## config.mk

```make
export PLATFORM = sky130hd
export DESIGN_NAME = pc_fetch_unit
export DESIGN_NICKNAME = d
export VERILOG_FILES = /design/src/rtl/pc_fetch_unit.sv
export SDC_FILE = /design/constraint.sdc
export NUM_CORES = 1
export LEC_CHECK = 0
export BUFFER_PORTS_ARGS = -buffer_cell sky130_fd_sc_hd__buf_2
export CAP_MARGIN = 25
export CORE_MARGIN = 8
export CORE_UTILIZATION = 60
export CTS_CLUSTER_SIZE = 25
export DETAILED_ROUTE_END_ITERATION = 8
export GPL_TIMING_DRIVEN = 0
export HOLD_SLACK_MARGIN = 0.1
export PLACE_DENSITY = 0.85
export SYNTH_ARGS = -nofsm -noshare
export SYNTH_HDL_FRONTEND = slang
export SYNTH_SLANG_ARGS = --single-unit
```

## constraint.sdc

```tcl
create_clock -name clk -period 3.4 [get_ports clk]
set_input_delay 0.34 -clock clk [delete_from_list [all_inputs] [get_ports clk]]
set_output_delay 0.34 -clock clk [all_outputs]
set_load 0.005 [all_outputs]
```

## src/rtl/pc_fetch_unit.sv

```systemverilog
// Program-counter unit for the fetch stage. It selects the next fetch address from the
// trap, stall, return, call, branch and sequential sources and keeps a circular return-address stack.
module pc_fetch_unit #(
    parameter int              XLEN         = 32,
    parameter logic [XLEN-1:0] RESET_VECTOR = 32'h0000_0000,
    parameter logic [XLEN-1:0] TRAP_VECTOR  = 32'h0000_0100,
    parameter int              RAS_DEPTH    = 4
) (
    input  logic            clk,
    input  logic            reset,
    input  logic            stall,
    input  logic            trap,
    input  logic            ret,
    input  logic            call,
    input  logic            branch_taken,
    input  logic [XLEN-1:0] branch_target,
    output logic [XLEN-1:0] PC,
    output logic [XLEN-1:0] PCPlus4,
    output logic            pc_valid,
    output logic            misaligned,
    output logic            ras_underflow,
    output logic            ras_empty,
    output logic            ras_full,
    output logic [31:0]     fetch_count
);

    localparam int PTR_W = $clog2(RAS_DEPTH);
    localparam int CNT_W = $clog2(RAS_DEPTH + 1);
    localparam logic [PTR_W-1:0] PTR_LAST = PTR_W'(RAS_DEPTH - 1);
    localparam logic [CNT_W-1:0] CNT_MAX  = CNT_W'(RAS_DEPTH);

    typedef enum logic [1:0] {
        ST_RST  = 2'd0,
        ST_BOOT = 2'd1,
        ST_RUN  = 2'd2
    } state_t;

    state_t            state_reg;
    logic [XLEN-1:0]   pc_reg;
    logic              pc_valid_reg;
    logic              misaligned_reg;
    logic              underflow_reg;
    logic              empty_reg;
    logic              full_reg;
    logic [31:0]       fetch_count_reg;
    logic [PTR_W-1:0]  top_reg;
    logic [CNT_W-1:0]  cnt_reg;

    logic [XLEN-1:0]   ras_entries [RAS_DEPTH];
    logic [PTR_W-1:0]  ptr_inc;
    logic [PTR_W-1:0]  ptr_dec;
    logic              push_en;

    // Next-state candidates for a RUN-state edge.
    logic [XLEN-1:0]   pc_next;
    logic [PTR_W-1:0]  top_next;
    logic [CNT_W-1:0]  cnt_next;
    logic              push_next;
    logic              load_next;
    logic              check_align;
    logic              misaligned_next;
    logic              underflow_next;

    assign PCPlus4       = pc_reg + XLEN'(4);
    assign PC            = pc_reg;
    assign pc_valid      = pc_valid_reg;
    assign misaligned    = misaligned_reg;
    assign ras_underflow = underflow_reg;
    assign ras_empty     = empty_reg;
    assign ras_full      = full_reg;
    assign fetch_count   = fetch_count_reg;

    assign ptr_inc = (top_reg == PTR_LAST) ? '0 : top_reg + PTR_W'(1);
    assign ptr_dec = (top_reg == '0) ? PTR_LAST : top_reg - PTR_W'(1);
    assign push_en = (state_reg == ST_RUN) && push_next;

    // top_reg points at the most recent entry; a push writes the slot after it,
    // which silently replaces the oldest entry once the stack is full.
    for (genvar gi = 0; gi < RAS_DEPTH; gi++) begin : g_ras
        logic [XLEN-1:0] entry_reg;
        always_ff @(posedge clk) begin
            if (push_en && (ptr_inc == PTR_W'(gi))) begin
                entry_reg <= PCPlus4;
            end
        end
        assign ras_entries[gi] = entry_reg;
    end

    always_comb begin
        pc_next         = PCPlus4;
        top_next        = top_reg;
        cnt_next        = cnt_reg;
        push_next       = 1'b0;
        load_next       = 1'b1;
        check_align     = 1'b0;
        misaligned_next = 1'b0;
        underflow_next  = 1'b0;
        if (trap) begin
            pc_next = TRAP_VECTOR;
        end else if (stall) begin
            pc_next   = pc_reg;
            load_next = 1'b0;
        end else if (ret) begin
            if (cnt_reg == '0) begin
                pc_next        = TRAP_VECTOR;
                underflow_next = 1'b1;
            end else begin
                pc_next     = ras_entries[top_reg];
                top_next    = ptr_dec;
                cnt_next    = cnt_reg - CNT_W'(1);
                check_align = 1'b1;
            end
        end else if (call) begin
            pc_next     = branch_target;
            push_next   = 1'b1;
            top_next    = ptr_inc;
            check_align = 1'b1;
            if (cnt_reg != CNT_MAX) begin
                cnt_next = cnt_reg + CNT_W'(1);
            end
        end else if (branch_taken) begin
            pc_next     = branch_target;
            check_align = 1'b1;
        end
        // A misaligned redirect still lets a call's push go ahead.
        if (check_align && (pc_next[1:0] != 2'b00)) begin
            pc_next         = TRAP_VECTOR;
            misaligned_next = 1'b1;
        end
    end

    always_ff @(posedge clk) begin
        if (reset) begin
            state_reg       <= ST_RST;
            pc_reg          <= RESET_VECTOR;
            pc_valid_reg    <= 1'b0;
            misaligned_reg  <= 1'b0;
            underflow_reg   <= 1'b0;
            empty_reg       <= 1'b1;
            full_reg        <= 1'b0;
            fetch_count_reg <= '0;
            top_reg         <= PTR_LAST;
            cnt_reg         <= '0;
        end else begin
            case (state_reg)
                ST_RST: begin
                    state_reg    <= ST_BOOT;
                    pc_reg       <= RESET_VECTOR;
                    pc_valid_reg <= 1'b1;
                end
                ST_BOOT: begin
                    state_reg <= ST_RUN;
                end
                ST_RUN: begin
                    pc_reg         <= pc_next;
                    top_reg        <= top_next;
                    cnt_reg        <= cnt_next;
                    misaligned_reg <= misaligned_next;
                    underflow_reg  <= underflow_next;
                    empty_reg      <= (cnt_next == '0);
                    full_reg       <= (cnt_next == CNT_MAX);
                    if (load_next) begin
                        fetch_count_reg <= fetch_count_reg + 32'd1;
                    end
                end
                default: begin
                    state_reg <= ST_RST;
                end
            endcase
        end
    end

endmodule

```

Word level (Yosys, flattened, before mapping)
Index checks and enable logic that the tools add are counted.

storage, ports and cells
  output and inout port bits = 101
  logic and storage cells = 92
  input bits = 39
  flip-flop bits (word level) = 204

cells by class
  add/sub/neg operators = 6
  order comparisons = 1
  reductions and logical operators = 17
  bitwise gates (word level) = 3
  equal/unequal tests = 10
  muxes and demuxes = 40

operators by type and width
  kind                   number
  $mux 32                9
  $bmux 32 s2            1
  $pmux 32 s2            1
  $add 32x1->32 const B  1
  $add 32x3->32 const B  1
  $mux 3                 6
  $mux 1                 17
  $mux 2                 5
  $eq 2x2->1 const B     4
  $logic_and 1x1->1      6
  $logic_not 2->1        3
  $logic_not 3->1        2
  $pmux 2 s3             1
  $reduce_bool 2->1      3
  $reduce_and 5->1       1
  $eq 2x1->1 const B     2
  $ne 4x3->1 const B     1
  $reduce_and 2->1       2
  $add 3x1->3 const B    1
  $eq 3x3->1 const B     1
  $ge 3x3->1 const B     1
  $ne 3x3->1 const B     1
  $not 2->3              1
  $sub 3x1->3 const B    1
  4 further kinds        5

Depth between registers and ports, before layout
Gate-level depths: netlist of run 1.

  word-level depth = 12
  mapped depth = 8

Least setup slack after synthesis of run 1
Ideal clock, no wire load.

  path type = register to output
  start = register pc_reg[16] (netlist: PC[16])
  end = output port PCPlus4[25]
  arrival = 1923 ps
  buffers on the path = 2
  path slack = 1137 ps
  cell stages (with the launch flop) = 7
  required time = 3060 ps
  cell sequence = dfxtp_1 > buf_1 > nand2_1 > or4_1 > buf_2 > o31a_1 > or2_1

on the way
  longest elaborated chain between the ends = 1

RTL lines
  element                 line  RTL
  start, declared         39    logic [XLEN-1:0] pc_reg;
  start signal, assigned  155   pc_reg <= pc_next;
  $add 32x3->32           64    assign PCPlus4 = pc_reg + XLEN'(4);
  end, declared           18    output logic [XLEN-1:0] PCPlus4,

No other way between the ends.

Worst setup path after layout of run 1
  start = register pc_reg[4] (netlist: PC[4])
  end = output port PCPlus4[23]

Same word-level chain as after synthesis.

==> reports/results.tsv, run 1 <==
metric	value	unit
detail-route-antenna-nets	0	
drc	0	
drive_above_1_share	23.0	%
max_cap_violations	0	
totalPowerFinal	5090	uW
synth.distinct_cells	67	
antenna_found_initial	0	
critPathKind	reg -> out	
synth.top_cells.by_area	edfxtp_1, dfxtp_1, mux4_2, nand2_1, xnor2_1	
arrival	2940	ps
tritoncts	yes	
grt_pass1_wl	39.4	mm
initial_core_util	60.3	%
track_usage	25.0	%
synthFlopType	edfxtp_1	
vias	7540	
synth-seq-cells	204	
die_h	141	um
viasPerCell	6.29	
setup_ws	116	ps
final_cell_area	11100	sq um
row_count	46	
fmax	305	MHz
reg2reg_slack	700	ps
power_density	460	nW/um^2
nNetsFinal	1019	
cts.clk_slew.worst_paths	60	ps
clock-root-buffer	clkbuf_16	
ys_seq_area_share	56.9	%
first_pass_iters	7	
grt_pass1_vias	7254	
clock_path_buffers	3	
ioPinCount	140	
htree_levels	1	
clkSinkCount	204	
clk_latency	510	ps
async_flop_share	0	%
slew_violations	0	
rsz0062_at_grt	false	
n_antenna_cell	0	
dpl_worst_slack	377	ps
hpwl	17.2	mm
die-area	20000	sq um
ir_drop	0.449	mV
place.gp.congestion	0.896	
hold_buffers	0	
crit_path_start_kind	flop	
cts-buffers-inserted	21	
synth_edf_count	128	
end_kind	primary output	
yosys_warnings	0	
slew_headroom	35.7	%
yosys.area.top_type_share	40.7	%
worst_pin_slew	964	ps
grt_max_degree	33	
cp_max_fo	8	
syn2layout_area_growth	17.2	%
syn_area_per_cell	11.7	sq um
yosysTopAreaCell	edfxtp_1	
syn_nets	859	
gr-total-overflow	0	
post_cts_buffers	0	
status	finished clean	
leakage	0.00427	uW
hp-class	in -> reg	
wl	25.3	mm
tns	0	ps
skew	20.7	ps
die_w	141	um
port_buffers	138	
syn-cell-area	9440	sq um
synth_most_common_cell	edfxtp_1	
largest_reg_flops	128	
core	15700	sq um
cp_data_required_time	3060	ps
post-route-period-util	96.6	%
final_hold_viol_count	0	
drt_iter0_markers	912	
place_area	10400	sq um
synth_common_cells	edfxtp_1, dfxtp_1, nand2_1, nor2_1, o21ai_0	
wire_per_inst	21.1	um
synthCells	809	
final.min_clock_period	3280	ps
finalSetupViolCount	0	
## final timing paths
kind                      startpoint  cells after the start                          endpoint
min reg2reg  misaligned$_SDFFE_PP0P_                      2           misaligned$_SDFFE_PP0P_
min                             trap                      2                PC[8]$_SDFFE_PP0P_
max               PC[4]$_SDFFE_PP0P_                      6                       PCPlus4[23]
max reg2reg  top_reg[1]$_SDFFE_PP1P_                      5  g_ras[2].entry_reg[31]$_DFFE_PP_
## metal layers
| metal | wire, um | global-route usage [%] |
|---|---|---|
| met1 | 9640 | 32.3 |
| met2 | 11700 | 39.6 |
| met3 | 2910 | 6.49 |
| met4 | 1040 | 9.89 |
| met5 | 0 | 0 |
## worst max-delay path, cell delays in order (launching register included)
cell	delay, ps
dfxtp_1	470
nand4_1	350
or4_1	610
clkbuf_1	190
or2_1	280
xnor2_1	340
buf_2	190
## layout make-up
cell class,instances,area [sq um]
Timing Repair Buffer,138,691
Inverter,19,71.3
Buffer,50,218
Tap cell,216,270
Clock inverter,10,86.3
Multi-Input combinational cell,535,3800
Sequential cell,204,5370
Clock buffer,27,558
Fill cell,1142,4600
## kinds of logic after synthesis
family / after synthesis / synth area share, %
muxes: 37 / 8.05
DFF: 204 / 56.9
AOI/OAI and AO/OA: 166 / 11.7
buffers and inverters: 70 / 3.10
adders and majority gates: 11 / 1.46
and+or+nand+nor: 283 / 15.3
xor gates and xnor gates: 38 / 3.53
## placed cells by master, fill, tap and decap left out, types with 21 or more instances in the layout
master	n
a21oi_1	41
mux4_2	31
dfxtp_1	76
nand2_1	72
clkbuf_1	39
buf_2	144
nand4_1	22
clkbuf_16	21
nor2_1	55
xnor2_1	30
edfxtp_1	128
o21ai_0	46
or3_1	25
nand3_1	22
## where the power goes
group	internal (uW)	total, uW	switching, uW
Combinational	89.9	258	168
Clock	1240	2200	959
Sequential	2620	2630	15.2
Total	3950	5090	1140
## timing repair
action	4_1_cts	5_1_grt
setup endpoints to repair	2	5
hold endpoints to repair	0	0
gates resized for setup	1	2
## through the flow
step | hold slack [ps] | utilization [%] | cells
after global routing | 168 | 70.6 | 1199
after CTS | 161 | 70.6 | 1200
final | 174 | 70.6 | 1199
after detailed placement | 455 | 66.4 | 1163
after floorplan | 453 | - | 809
after global placement | 450 | 66.4 | 1163
Note: power is estimated with default switching activity, not from simulation.
==> inputs of run 2 (changes only) <==
==> constraint.sdc (replaced) <==
create_clock -name clk -period 3.4 [get_ports clk]
set_input_delay 0.17 -clock clk [delete_from_list [all_inputs] [get_ports clk]]
set_output_delay 0.17 -clock clk [all_outputs]
set_load 0.005 [all_outputs]
==> reports/results.tsv, run 2 (synthesis gave the netlist of run 1 again) <==
metric	value	unit	change
status	finished clean		unchanged
drive_above_1_share	22.4	%	was 23.0%
fill_cells	1104		was 1142
die_w	141	um	unchanged
core	15700	sq um	unchanged
critPathKind	reg -> out		unchanged
cts.clk_slew.worst_paths	60	ps	about the same
worst_pin_slew	981	ps	was 964 ps
arrival	3120	ps	was 2940 ps
cp_slowest_cell	or4_1		unchanged
track_usage	25.5	%	was 25.0%
path_cells	ha_1 > clkbuf_1 > inv_1 > or4_1 > xnor2_1 > buf_2		was nand4_1 > or4_1 > clkbuf_1 > or2_1 > xnor2_1 > buf_2
max_stage_delay	580	ps	was 610 ps
first_pass_iters	7		unchanged
final_cell_mix	buf_2, edfxtp_1, dfxtp_1, nand2_1, nor2_1		unchanged
tritoncts	yes		unchanged
largest_reg_flops	128		unchanged
mostFrequentLayoutCell	buf_2		unchanged
clk_latency	510	ps	about the same
place_area	10400	sq um	unchanged
viasPerCell	6.31		was 6.29
n_antenna_cell	0		unchanged
cp_max_fo	9		was 8
die_h	141	um	unchanged
grt_pass1_wl	40.2	mm	was 39.4 mm
fmax	304	MHz	was 305 MHz
slew_violations	0		unchanged
grt_pass1_vias	7397		was 7254
drt_iter0_markers	957		was 912
leakage	0.00434	uW	was 0.00427 uW
final_cell_area	11200	sq um	was 11100 sq um
detail-route-antenna-nets	0		unchanged
post_cts_buffers	0		unchanged
vias	7677		was 7540
die-area	20000	sq um	unchanged
wire_per_inst	21.2	um	was 21.1 um
place.gp.congestion	0.896		unchanged
wl	25.8	mm	was 25.3 mm
row_count	46		unchanged
finalSetupViolCount	0		unchanged
final.min_clock_period	3290	ps	was 3280 ps
clock-root-buffer	clkbuf_16		unchanged
crit_path_start_kind	flop		unchanged
grt_max_degree	33		unchanged
power_density	455	nW/um^2	was 460 nW/um^2
slew_headroom	34.6	%	was 35.7%
end_kind	primary output		unchanged
clkSinkCount	204		unchanged
hp-class	in -> reg		unchanged
rsz0062_at_grt	false		unchanged
ioPinCount	140		unchanged
hpwl	17.2	mm	unchanged
port_buffers	138		unchanged
syn2layout_area_growth	18.8	%	was 17.2%
cts-buffers-inserted	21		unchanged
htree_levels	1		unchanged
clock_path_buffers	3		unchanged
ir_drop	0.453	mV	was 0.449 mV
skew	18.4	ps	was 20.7 ps
cp_data_required_time	3230	ps	was 3060 ps
antenna_found_initial	0		unchanged
final_hold_viol_count	0		unchanged
post-route-period-util	96.7	%	was 96.6%
initial_core_util	60.3	%	unchanged
nNetsFinal	1036		was 1019
drc	0		unchanged
gr-total-overflow	0		unchanged
tns	0	ps	unchanged
max_cap_violations	0		unchanged
## run 2: changes by cell type in the layout (fill, tap and decap cells not counted), sizes merged
cell / before / now
dlygate4sd3: 0 / 16
clkbuf: 61 / 62
## run 2: worst max-delay path: cells and delay by family (launching register included)
family | cells | cell delay (ps)
xor gates and xnor gates | 1 | 460
adders and majority gates | 1 | 210
buffers and inverters | 3 | 810
and+or+nand+nor | 1 | 580
DFF | 1 | 550
## run 2: path summary, 6_finish.rpt
kind / start / to / slack [ps] / cells after the start
min reg2reg: misaligned$_SDFFE_PP0P_ / misaligned$_SDFFE_PP0P_ / 450 / 2
max reg2reg: top_reg[1]$_SDFFE_PP1P_ / g_ras[2].entry_reg[31]$_DFFE_PP_ / 670 / 5
max: PC[3]$_SDFFE_PP0P_ / PCPlus4[14] / 110 / 6
min: branch_target[19] / PC[19]$_SDFFE_PP0P_ / 100 / 4
## run 2: what timing repair did
action	4_1_cts	5_1_grt
endpoints found under the setup margin	0	2
hold endpoints to repair	16	0
gates resized for setup	0	1
hold buffers	16	0
## run 2: final cells by class
cell class / count / area, sq um / area share, %
Sequential cell: 204 / 5370 / 47.9
Multi-Input combinational cell: 535 / 3790 / 33.8
Timing Repair Buffer: 154 / 851 / 7.59
Clock buffer: 27 / 558 / 4.98
Tap cell: 216 / 270 / 2.41
Buffer: 51 / 221 / 1.98
Clock inverter: 10 / 86.3 / 0.770
Inverter: 19 / 71.3 / 0.636
## run 2: per-layer routing
metal	GRT usage, %	share of wire [%]	vias to the layer above
met5	0	0	-
met4	9.95	4.0	0
met3	7.19	10	97
met2	41.4	46	437
met1	32.0	39	3711
li1	-	-	3432
## run 2: per-stage QoR
stage / setup WS, ps / power, uW / instances / hold slack, ps / utilization, %
floorplan: 1170 / 2840 / 809 / 312 / -
global placement: 322 / 2930 / 1163 / 450 / 66.4
detailed placement: 547 / 2930 / 1163 / 455 / 66.4
CTS: 6.27 / 5100 / 1216 / 100 / 71.6
global route: 1.27 / 5240 / 1216 / 130 / 71.6
finish: 111 / 5100 / 1216 / 101 / 71.6
## run 2: power by group
group	internal, uW	switching [uW]
Clock	1240	959
Sequential	2620	15.0
Combinational	102	171
==> inputs of run 3 (changes only) <==
--- a/config.mk
+++ b/config.mk
@@ -7,13 +7,15 @@
 export LEC_CHECK = 0
 export BUFFER_PORTS_ARGS = -buffer_cell sky130_fd_sc_hd__buf_2
 export CAP_MARGIN = 25
+export CELL_PAD_IN_SITES_DETAIL_PLACEMENT = 0
+export CELL_PAD_IN_SITES_GLOBAL_PLACEMENT = 1
 export CORE_MARGIN = 8
-export CORE_UTILIZATION = 60
+export CORE_UTILIZATION = 49
 export CTS_CLUSTER_SIZE = 25
 export DETAILED_ROUTE_END_ITERATION = 8
 export GPL_TIMING_DRIVEN = 0
 export HOLD_SLACK_MARGIN = 0.1
-export PLACE_DENSITY = 0.85
+export PLACE_DENSITY = 0.87
 export SYNTH_ARGS = -nofsm -noshare
 export SYNTH_HDL_FRONTEND = slang
 export SYNTH_SLANG_ARGS = --single-unit
==> reports/results.tsv, run 3 (synthesis gave the netlist of run 1 again) <==
metric	value	unit	change
clock_path_buffers	3		unchanged
crit_top_cell	nand3_1		
wl	26.5	mm	was 25.8 mm
r2r-end	g_ras[1].entry_reg[17]$_DFFE_PP_		was g_ras[2].entry_reg[31]$_DFFE_PP_
n_antenna_cell	0		unchanged
vias	7398		was 7677
core	18800	sq um	was 15700 sq um
cp-startpoint	PC[3]$_SDFFE_PP0P_		unchanged
cp_max_fo	9		unchanged
power_density	473	nW/um^2	was 455 nW/um^2
largest_reg_flops	128		unchanged
row_count	50		was 46
fin_util	60.7	%	was 71.6%
crit_path_start_kind	flop		unchanged
final_hold_viol_count	0		unchanged
fill_cells	1559		was 1104
initial_core_util	50.1	%	was 60.3%
htree_levels	1		unchanged
finalSetupViolCount	0		unchanged
ioPinCount	140		unchanged
tritoncts	yes		unchanged
cts-buffers-inserted	22		was 21
crit_family	simple AND/OR/NAND/NOR gates		was buffers and inverters
status	finished clean		unchanged
clock-root-buffer	clkbuf_16		unchanged
syn2layout_area_growth	21.2	%	was 18.8%
hp-class	in -> reg		unchanged
setup_ws	197	ps	was 111 ps
drc	0		unchanged
whs_path_depth	5		was 4
gr-total-overflow	0		unchanged
worst_pin_slew	960	ps	was 981 ps
rr_startpoint	top_reg[1]$_SDFFE_PP1P_		unchanged
nNetsFinal	1038		was 1036
port_buffers	138		unchanged
path_cells	ha_1 > nand3_1 > nor4_2 > nand3_1 > xnor2_1 > buf_2		was ha_1 > clkbuf_1 > inv_1 > or4_1 > xnor2_1 > buf_2
antenna_found_initial	0		unchanged
hpwl	18.5	mm	was 17.2 mm
tns	0	ps	unchanged
crit_cells	6		unchanged
clk_latency	510	ps	about the same
critPathKind	reg -> out		unchanged
final.min_clock_period	3200	ps	was 3290 ps
detail-route-antenna-nets	0		unchanged
clkSinkCount	204		unchanged
grt_pass1_vias	7122		was 7397
viasPerCell	5.85		was 6.31
die_h	155	um	was 141 um
max_stage_delay	610	ps	was 580 ps
first_pass_iters	7		unchanged
wire_per_inst	21.0	um	was 21.2 um
reg2reg_slack	770	ps	was 670 ps
cp_data_required_time	3230	ps	about the same
post-route-period-util	94.2	%	was 96.7%
slew_violations	0		unchanged
dpl_worst_slack	409	ps	was 547 ps
drt_iter0_markers	632		was 957
grt_max_degree	33		unchanged
mostFrequentLayoutCell	buf_2		unchanged
end_kind	primary output		unchanged
cts.clk_slew.worst_paths	60	ps	about the same
critPathBufInv	1		was 3
arrival	3030	ps	was 3120 ps
worst_r2r_path_depth	5		unchanged
fmax	312	MHz	was 304 MHz
timing.critical_path.to	PCPlus4[20]		was PCPlus4[14]
rsz0062_at_grt	false		unchanged
ir_drop	0.441	mV	was 0.453 mV
leakage	0.00441	uW	was 0.00434 uW
final_cell_mix	buf_2, edfxtp_1, dfxtp_1, nand2_1, nor2_1		unchanged
die_w	155	um	was 141 um
die-area	24000	sq um	was 20000 sq um
slew_headroom	36.0	%	was 34.6%
grt_pass1_wl	41.1	mm	was 40.2 mm
drive_above_1_share	23.2	%	was 22.4%
track_usage	21.8	%	was 25.5%
skew	28.1	ps	was 18.4 ps
cp_slowest_cell	ha_1		was or4_1
worstHoldStart	branch_target[18]		was branch_target[19]
max_cap_violations	0		unchanged
place.gp.congestion	0.839		was 0.896
timing.hold.ws	99.7	ps	was 101 ps
[run 3: changes by cell type in the layout (fill, tap and decap cells not counted), sizes merged]
cell | previous run | this run
inv | 20 | 19
clkbuf | 62 | 60
bufinv | 1 | 4
buf | 154 | 157
dlygate4sd3 | 16 | 15
clkinvlp | 1 | 3
[run 3: metal layers]
layer | track usage (%) | vias up | routed length [um]
met5 | 0 | - | 0
met4 | 5.69 | 0 | 633
met3 | 4.40 | 45 | 2090
met2 | 34.4 | 284 | 12200
met1 | 30.1 | 3644 | 11600
li1 | - | 3425 | -
[run 3: worst min-delay path, cell delays in order]
cell and delay [ps]:
buf_2 90, nor3_1 40, nor2_1 80, o21ai_0 80, o21ai_1 110
[run 3: power by group]
part / leakage (uW) / switching (uW) / internal (uW)
sequential: 0.00200 / 15.9 / 2620
combinational: 0.00204 / 173 / 102
clock: 0.000367 / 980 / 1520
total: 0.00441 / 1170 / 4240
[run 3: final cells by class]
cell class                      count  area (sq um)  share of cell area (%)
Multi-Input combinational cell    535          3790                    33.1
Clock inverter                     14           188                    1.64
Clock buffer                       26           576                    5.03
Tap cell                          260           325                    2.85
Buffer                             50           218                    1.90
Inverter                           19          71.3                   0.624
Timing Repair Buffer              156           901                    7.88
Sequential cell                   204          5370                    46.9
[run 3: worst min-delay path by stage]
stage / slack, ps / endpoint
floorplan: 310 / PC[8]$_SDFFE_PP0P_
global placement: 440 / ras_full$_SDFFE_PP0P_
detailed placement: 460 / ras_full$_SDFFE_PP0P_
CTS: 100 / PC[18]$_SDFFE_PP0P_
global route: 130 / PC[17]$_SDFFE_PP0P_
finish: 100 / PC[18]$_SDFFE_PP0P_
[run 3: timing repair]
action / in CTS / in global routing
buffers inserted: 0 / 0
resized for setup: 1 / 0
gates cloned: 0 / 0
hold buffers: 15 / 0
pin swaps: 0 / 0
endpoints found under the setup margin: 2 / 4
hold endpoints to repair: 16 / 0
[run 3: per-stage QoR]
stage / total power [uW] / std cells / instance area (sq um)
global route: 5560 / 1264 / 11400
floorplan: 2840 / 809 / 9440
detailed placement: 2940 / 1210 / 10500
finish: 5410 / 1264 / 11400
CTS: 5430 / 1265 / 11400
global placement: 2940 / 1207 / 10500
